--- config.mk ---
export PLATFORM = sky130hd
export DESIGN_NAME = srt_mem_arbiter
export DESIGN_NICKNAME = d
export VERILOG_FILES = /design/src/rtl/srt_mem_arbiter_pkg.sv /design/src/rtl/srt_mem_arbiter_sat_counter.sv /design/src/rtl/srt_mem_arbiter.sv
export SDC_FILE = /design/constraint.sdc
export NUM_CORES = 1
export LEC_CHECK = 0
export ABC_AREA = 1
export BUFFER_PORTS_ARGS = -buffer_cell sky130_fd_sc_hd__buf_2
export CORE_MARGIN = 10
export CORE_UTILIZATION = 35
export DETAILED_ROUTE_END_ITERATION = 10
export GPL_TIMING_DRIVEN = 0
export REMOVE_ABC_BUFFERS = 1
export SLEW_MARGIN = 20
export SYNTH_ARGS = -nofsm -noshare
export SYNTH_HDL_FRONTEND = slang
export SYNTH_SLANG_ARGS = --single-unit
export TNS_END_PERCENT = 5
--- constraint.sdc ---
create_clock -name clk -period 2.58 [get_ports clk]
set_input_delay 0.387 -clock clk [delete_from_list [all_inputs] [get_ports clk]]
set_output_delay 0.387 -clock clk [all_outputs]
set_load 0.01 [all_outputs]
--- src/rtl/srt_mem_arbiter_pkg.sv ---
// Shared encodings for the sort-memory arbiter: FSM states and the
// owner code remembered for tie-breaking.
package srt_mem_arbiter_pkg;

    typedef enum logic [1:0] {
        ST_IDLE = 2'd0,
        ST_SORT = 2'd1,
        ST_HOST = 2'd2
    } state_t;

    typedef enum logic {
        OWN_HOST = 1'b0,
        OWN_SORT = 1'b1
    } owner_t;

    // Width needed to hold 0..max_val, never less than one bit.
    function automatic int cnt_width(input int max_val);
        return (max_val < 2) ? 1 : $clog2(max_val + 1);
    endfunction

endpackage

--- src/rtl/srt_mem_arbiter_sat_counter.sv ---
// Up-counter with synchronous clear that sticks at MAX instead of wrapping.
module srt_mem_arbiter_sat_counter #(
    parameter int           W   = 8,
    parameter logic [W-1:0] MAX = '1
) (
    input  logic         clk,
    input  logic         rstn,
    input  logic         clr,
    input  logic         en,
    output logic [W-1:0] cnt
);

    always_ff @(posedge clk or negedge rstn) begin
        if (!rstn)
            cnt <= '0;
        else if (clr)
            cnt <= '0;
        else if (en && cnt != MAX)
            cnt <= cnt + W'(1);
    end

endmodule

--- src/rtl/srt_mem_arbiter.sv ---
// Owns the sort RAM port: whole-sort grants for the sorter, bounded host
// bursts, registered host read-back and a sort-duration counter.
module srt_mem_arbiter
    import srt_mem_arbiter_pkg::*;
#(
    parameter int AW     = 8,
    parameter int DW     = 32,
    parameter int HBURST = 16
) (
    input  logic          clk,
    input  logic          rstn,
    input  logic          s_req,
    output logic          s_gnt,
    input  logic [AW-1:0] s_a,
    input  logic [AW-1:0] s_dpra,
    input  logic [DW-1:0] s_d,
    input  logic          s_we,
    input  logic          h_req,
    output logic          h_gnt,
    input  logic [AW-1:0] h_a,
    input  logic [DW-1:0] h_d,
    input  logic          h_we,
    output logic [DW-1:0] h_rdata,
    output logic          h_rvalid,
    output logic [AW-1:0] m_a,
    output logic [AW-1:0] m_dpra,
    output logic [DW-1:0] m_d,
    output logic          m_we,
    input  logic [DW-1:0] m_spo,
    input  logic [DW-1:0] m_dpo,
    output logic [31:0]   sort_cycles,
    output logic          cyc_valid
);

    localparam int           HW   = cnt_width(HBURST - 1);
    localparam logic [HW-1:0] HMAX = HW'(HBURST - 1);

    state_t        state, state_nxt;
    owner_t        last;
    logic [HW-1:0] hcnt;
    logic [31:0]   cyc;
    logic          host_entry, sort_entry, sort_exit, host_exit;

    // Second read port data is routed to the sorter outside this block.
    logic unused_dpo;
    assign unused_dpo = ^m_dpo;

    assign host_entry = (state != ST_HOST) && (state_nxt == ST_HOST);
    assign sort_entry = (state != ST_SORT) && (state_nxt == ST_SORT);
    assign sort_exit  = (state == ST_SORT) && (state_nxt == ST_IDLE);
    assign host_exit  = (state == ST_HOST) && (state_nxt == ST_IDLE);

    always_ff @(posedge clk or negedge rstn) begin
        if (!rstn)
            state <= ST_IDLE;
        else
            state <= state_nxt;
    end

    always_comb begin
        state_nxt = state;
        case (state)
            ST_IDLE: begin
                if (s_req && h_req)
                    state_nxt = (last == OWN_SORT) ? ST_HOST : ST_SORT;
                else if (s_req)
                    state_nxt = ST_SORT;
                else if (h_req)
                    state_nxt = ST_HOST;
            end
            ST_SORT: if (!s_req) state_nxt = ST_IDLE;
            // A waiting sorter cuts the burst once the host has used its quota.
            ST_HOST: if (!h_req || (s_req && hcnt == HMAX)) state_nxt = ST_IDLE;
            default: state_nxt = ST_IDLE;
        endcase
    end

    always_comb begin
        s_gnt  = (state == ST_SORT);
        h_gnt  = (state == ST_HOST);
        m_a    = '0;
        m_dpra = '0;
        m_d    = '0;
        m_we   = 1'b0;
        case (state)
            ST_SORT: begin
                m_a    = s_a;
                m_dpra = s_dpra;
                m_d    = s_d;
                m_we   = s_we & s_req;
            end
            ST_HOST: begin
                m_a    = h_a;
                m_dpra = h_a;
                m_d    = h_d;
                m_we   = h_we & h_req;
            end
            default: ;
        endcase
    end

    srt_mem_arbiter_sat_counter #(.W(HW), .MAX(HMAX)) u_hcnt (
        .clk  (clk),
        .rstn (rstn),
        .clr  (host_entry),
        .en   (state == ST_HOST),
        .cnt  (hcnt)
    );

    srt_mem_arbiter_sat_counter #(.W(32), .MAX('1)) u_cyc (
        .clk  (clk),
        .rstn (rstn),
        .clr  (sort_entry),
        .en   (state == ST_SORT),
        .cnt  (cyc)
    );

    always_ff @(posedge clk or negedge rstn) begin
        if (!rstn) begin
            last        <= OWN_HOST;
            h_rdata     <= '0;
            h_rvalid    <= 1'b0;
            sort_cycles <= '0;
            cyc_valid   <= 1'b0;
        end else begin
            if (sort_exit)
                last <= OWN_SORT;
            else if (host_exit)
                last <= OWN_HOST;

            h_rvalid <= (state == ST_HOST) && h_req && !h_we;
            if ((state == ST_HOST) && h_req && !h_we)
                h_rdata <= m_spo;

            // The exit cycle is itself a sort cycle, so report the post-increment count.
            if (sort_exit) begin
                sort_cycles <= (cyc == '1) ? cyc : cyc + 32'd1;
                cyc_valid   <= 1'b1;
            end else if (sort_entry) begin
                cyc_valid   <= 1'b0;
            end
        end
    end

endmodule

; Word level (Yosys, flattened, before mapping)
; Cells that the tools add are included.
; W data, S select, Z words.
[totals]
elab_cells = 61
output_inout_bits = 117
inputBits = 158
register_bits = 105
[classes]
eq_ne = 10
n_addsub = 2
n_reduce_logical = 19
n_bitwise = 2
mux = 20
[ops]
columns = cell, count
row1 = $mux W32, 3
row2 = $pmux W32 S2, 1
row3 = $add A32 B1 Y32 const B, 1
row4 = $eq A32 B32 Y1 const B, 1
row5 = $ne A32 B32 Y1 const B, 1
row6 = $pmux W8 S2, 2
row7 = $mux W2, 6
row8 = $logic_and A1 B1 Y1, 10
row9 = $mux W4, 2
row10 = $reduce_bool A2 Y1, 4
row11 = $pmux W2 S3, 1
row12 = $add A4 B1 Y4 const B, 1
row13 = $eq A2 B1 Y1 const B, 2
row14 = $eq A2 B2 Y1 const B, 2
row15 = $eq A4 B4 Y1 const B, 1
row16 = $logic_not A2 Y1, 2
row17 = $mux W1, 4
row18 = $ne A4 B4 Y1 const B, 1
row19 = $and A1 B1 Y1, 2
row20 = $logic_not A1 Y1, 2
row21 = $ne A2 B1 Y1 const B, 1
row22 = $ne A2 B2 Y1 const B, 1
row23 = $pmux W1 S2, 1
row24 = $logic_or A1 B1 Y1, 1

; Depth between registers and ports, before layout
[depth]
depth_word = 9
depth_mapped = 15
mapped_depth_nobuf = 13

; Hierarchy
; A second synthesis with hierarchy kept.
[unflattened]
hier_cells = 1104
area_unflattened_um2 = 7095.6
[by_module_without_submodules]
columns = module, area_per_inst_um2, seq_area_each_um2, n_inst, cells_each
row1 = srt_mem_arbiter, 4629.4, 1726.7, 1, 730
row2 = srt_mem_arbiter_sat_counter (u_cyc), 2243.4, 800.8, 1, 345
row3 = srt_mem_arbiter_sat_counter (u_hcnt), 222.7, 100.1, 1, 29

; Worst setup path after synthesis
; No wires, ideal clock.
[synth_path]
path_kind = flip-flop to output port
start = register state[1]
end = output m_a[2]
required_time_ps = 2193
slack_ps = 409
path_stages_with_launch = 8
path_buffers = 3
t_arrival_ps = 1784
cell_sequence = dfrtp_1 -> inv_1 -> ha_1 -> buf_2 -> clkbuf_1 -> buf_1 -> nand2_1 -> a21oi_1
[synth_between]
elab_chain_len = 2
word_cells_on_any_way = 3
cone_classes = 2 x eq/ne / 1 x mux
[synth_lines]
columns = item, line_no
row1 = "start, declared", srt_mem_arbiter.sv:38  ; state_t state, state_nxt;
row2 = "start signal, assigned", srt_mem_arbiter.sv:57  ; state <= state_nxt;
row3 = $eq A2 B1 Y1, -
row4 = via s_gnt, srt_mem_arbiter.sv:13  ; output logic s_gnt,
row5 = $pmux W8 S2, srt_mem_arbiter.sv:85  ; case (state)
row6 = "end, declared", srt_mem_arbiter.sv:25  ; output logic [AW-1:0] m_a,
; The timed path passes the listed nets, and every way through them passes these cells.

; Final worst setup path
[layout_path]
start = register state[1]
end = output m_d[8]
[layout_between]
elab_chain_len = 2
word_cells_on_any_way = 3
cone_classes = 2 x eq/ne / 1 x mux
[layout_lines]
columns = item, line_no
row1 = $eq A2 B2 Y1 / $eq A2 B1 Y1 (equally long branches), srt_mem_arbiter.sv:85
row2 = $pmux W32 S2 *, srt_mem_arbiter.sv:85
row3 = "end, declared", srt_mem_arbiter.sv:27  ; output logic [DW-1:0] m_d,
; Every way passes the cells marked *; elsewhere a longest branch is shown, timed or not.

==> out/results.tsv <==
metric	value	unit
outcome	finished clean	
leakage power figure	4.51	nW
net count of the finished layout	1281	
relative area change from synthesis to final layout	31.2	%
ratio of final minimum period to clock period	0.938	
Relative slew margins	0.628	
area used by sequential logic in the layout	2630	sq um
floorplan die area	23000	sq um
post-synthesis register bit count	105	
compound-gate portion of the synthesized area	0.0486	
number of levels the H-tree was split into	3	
share of async-settable or async-resettable flops after synthesis	1.00	
largest net degree at the start of global routing	66	
post-synthesis mux area share	0	
overall routed net length	21700	microns
source of the critical timing path	state[1]	
endpoint required time on the critical path	2.19	ns
post-synthesis share of cell area spent on and, or, nand and nor gates	0.436	
endpoints failing setup	0	
diode insertion count for antenna repair	0	
router iterations before antenna repair	5	
most common flop cell mapped by yosys	sky130_fd_sc_hd__dfrtp_1	
Crit. End Element	output port	
max cap viols	0	
CTS clock-pin slew for the worst setup and hold paths	0.07	ns
post-synthesis xor/xnor area fraction	0.0144	
final critical-path required period	2.42	ns
share of the synthesized area in the top cell type	0.432	
startpoint of the most critical hold path	m_spo[4]	
largest buffer count on any clock path	2	
critical path start-end classification	flop to output port	
unrepaired setup endpoints after global routing	true	
vias in the first global route	6016	
antenna violations before repair	0	
first-pass GRT wire length	34000	microns
drt first-iter violations	411	
distinct cell type count after synthesis	31	
FF-to-FF Start	state[0]	
y dimension of the die	152	microns
share of synthesized area occupied by flip-flops and latches	0.432	
number of placement rows	48	
aggregate negative setup slack	0	ns
vias per cell	4.80	
combined area of the multi-input logic cells	3250	sq um
post-synthesis instance area	6080	sq um
Pwr Total	7.66	mW
pins over their slew limit	0	
Via Count	6472	
Avg Inst Size Synth	6.83	sq um
biggest area consumer among synthesized cells	sky130_fd_sc_hd__dfrtp_1	
Min-Delay Path Class	input pin to flop	
placeable core region	17200	sq um
overflow left after global routing	0	
final worst clock skew	0.00563	ns
total global-route track usage	0.177	
number of filler instances in the final layout	1805	
Worst setup SP type	flop	
share of synthesized cell area in full adder, half adder and majority cells	0.0123	
GPL Wtd Cong	0.849	
proportion of layout cells with a drive suffix above 1	0.280	
die span in x	152	microns
TritonCTS buffer count	9	
endpoints failing hold	0	
largest fanout of any net on the critical path	34	
Clock Latency Late Sink	0.35	ns
worst slack, placed	-0.674	ns
top post-synthesis cells by area	sky130_fd_sc_hd__dfrtp_1 43%, sky130_fd_sc_hd__nand2_1 28%, sky130_fd_sc_hd__nand3_1 6.3%	
top-level I/O count	275	
critical path's slowest cell	sky130_fd_sc_hd__dfrtp_1	
drc violations	0	
instance count of the mapped netlist	890	
top post-synthesis cells by count	460 x sky130_fd_sc_hd__nand2_1, 105 x sky130_fd_sc_hd__dfrtp_1, 76 x sky130_fd_sc_hd__nand3_1	
longest individual stage delay on the worst path	0.45	ns
timing-limited maximum frequency	413	MHz
CTS tree	yes	
total power divided by cell area	960	nW/um^2
critical path cell sequence	inv_1 -> ha_4 -> buf_12 -> nand2_1 -> a21oi_1 -> buf_2	
post-layout util	0.465	
Yosys warnings	0	
largest vdd supply drop	0.454	mV
master cell of the clock root buffer	sky130_fd_sc_hd__clkbuf_16	
dominant combinational cell family by area after synthesis	simple AND/OR/NAND/NOR gates	
starting density of the core	0.354	
EDFF count, synth	0	
total clock sinks	105	
Worst-Margin Slew	0.557	ns
arrival time of the worst setup path	2.03	ns
dominant cell by count in the synthesized netlist	sky130_fd_sc_hd__nand2_1	
detailed-route wire length per cell	16.1	microns
final worst slack	0.160	ns
residual antenna-violating net count after detailed routing	0	
Port Buffer Count	242	
hpwl dp	15200	microns
[metrics by stage]
step	hold WS (ns)	instance area [sq um]	instances
3_3_place_gp	0.449	7360	1315
2_1_floorplan	0.0914	5870	848
5_1_grt	0.229	7980	1347
4_1_cts	0.214	7880	1340
3_5_place_dp	0.360	7470	1318
6_report	0.237	7980	1347
[area by class of cell]
class	instances	area share
Inverter	35	0.0172
Multi-Input combinational cell	712	0.407
Timing Repair Buffer	254	0.175
Tap cell	225	0.0353
Clock buffer	12	0.0321
Clock inverter	4	0.00329
Sequential cell	105	0.329
[state kept, by name, indices dropped and copies added (netlist names)]
register     flops
h_rdata         32
sort_cycles     32
u_cyc.cnt       32
u_hcnt.cnt       4
state            2
cyc_valid        1
h_rvalid         1
last             1
[path summary, 6_finish.rpt]
path | endpoint | slack, ns | cells after the start
worst max-delay path | m_d[8] | 0.16 | 6
worst min-delay path | h_rdata[4] | 0.24 | 3
worst max register to register | u_cyc.cnt[13] | 0.18 | 12
worst min register to register | h_rdata[5] | 0.46 | 2
max in group asynchronous | h_rdata[15] | 1.40 | 3
min in group asynchronous | sort_cycles[19] | 0.53 | 2
[cells by family (layout without fill, tap and decap cells)]
kind of cell | after synthesis | count (layout)
compound gates | 57 | 57
xor+xnor | 10 | 10
fa+ha+maj | 6 | 6
buf+inv | 77 | 305
flops | 105 | 105
simple gates | 635 | 639
[report_power, final]
| group | internal, mW | switching, mW |
|---|---|---|
| sequential | 2.14 | 0.287 |
| combinational | 1.31 | 2.61 |
| clock | 0.708 | 0.601 |
[cell usage in the layout (no fill, tap or decap), drive strengths merged, types with 2 or more instances in the layout]
cell / Yosys / layout
o21ai: 3 / 3
clkbuf: 19 / 12
clkinv: 0 / 2
inv: 35 / 35
dfrtp: 105 / 105
or2: 12 / 12
nand4: 15 / 15
nor2: 57 / 58
buf: 23 / 253
xor2: 9 / 9
nand3: 77 / 78
nand2: 467 / 469
o211ai: 2 / 2
clkinvlp: 0 / 2
ha: 6 / 6
nand3b: 2 / 2
a21oi: 50 / 50
nor3: 4 / 4
[worst max-delay path: cells and delay by family, from the launching register on]
kind,cells,cell delay [ns]
DFF,1,0.45
and+or+nand+nor,1,0.08
AOI/OAI and AO/OA,1,0.15
buffers and inverters,3,0.59
adders and majority gates,1,0.40
[repair_timing]
action	CTS	global route
setup buffers	3	5
hold buffers	1	0
hold endpoints to repair	47	0
resized for setup	9	9
setup endpoints to repair	68	131
pin swaps	3	2
cloned	2	2
[per-layer routing]
| metal | vias to the layer above | GRT usage | part of all wire |
|---|---|---|---|
| met5 | - | 0 | 0 |
| met4 | 0 | 0.0408 | 0.012 |
| met3 | 20 | 0.0452 | 0.066 |
| met2 | 221 | 0.282 | 0.48 |
| met1 | 2969 | 0.235 | 0.44 |
| li1 | 3262 | - | - |
No activity file was read; power rests on OpenSTA's default activity.
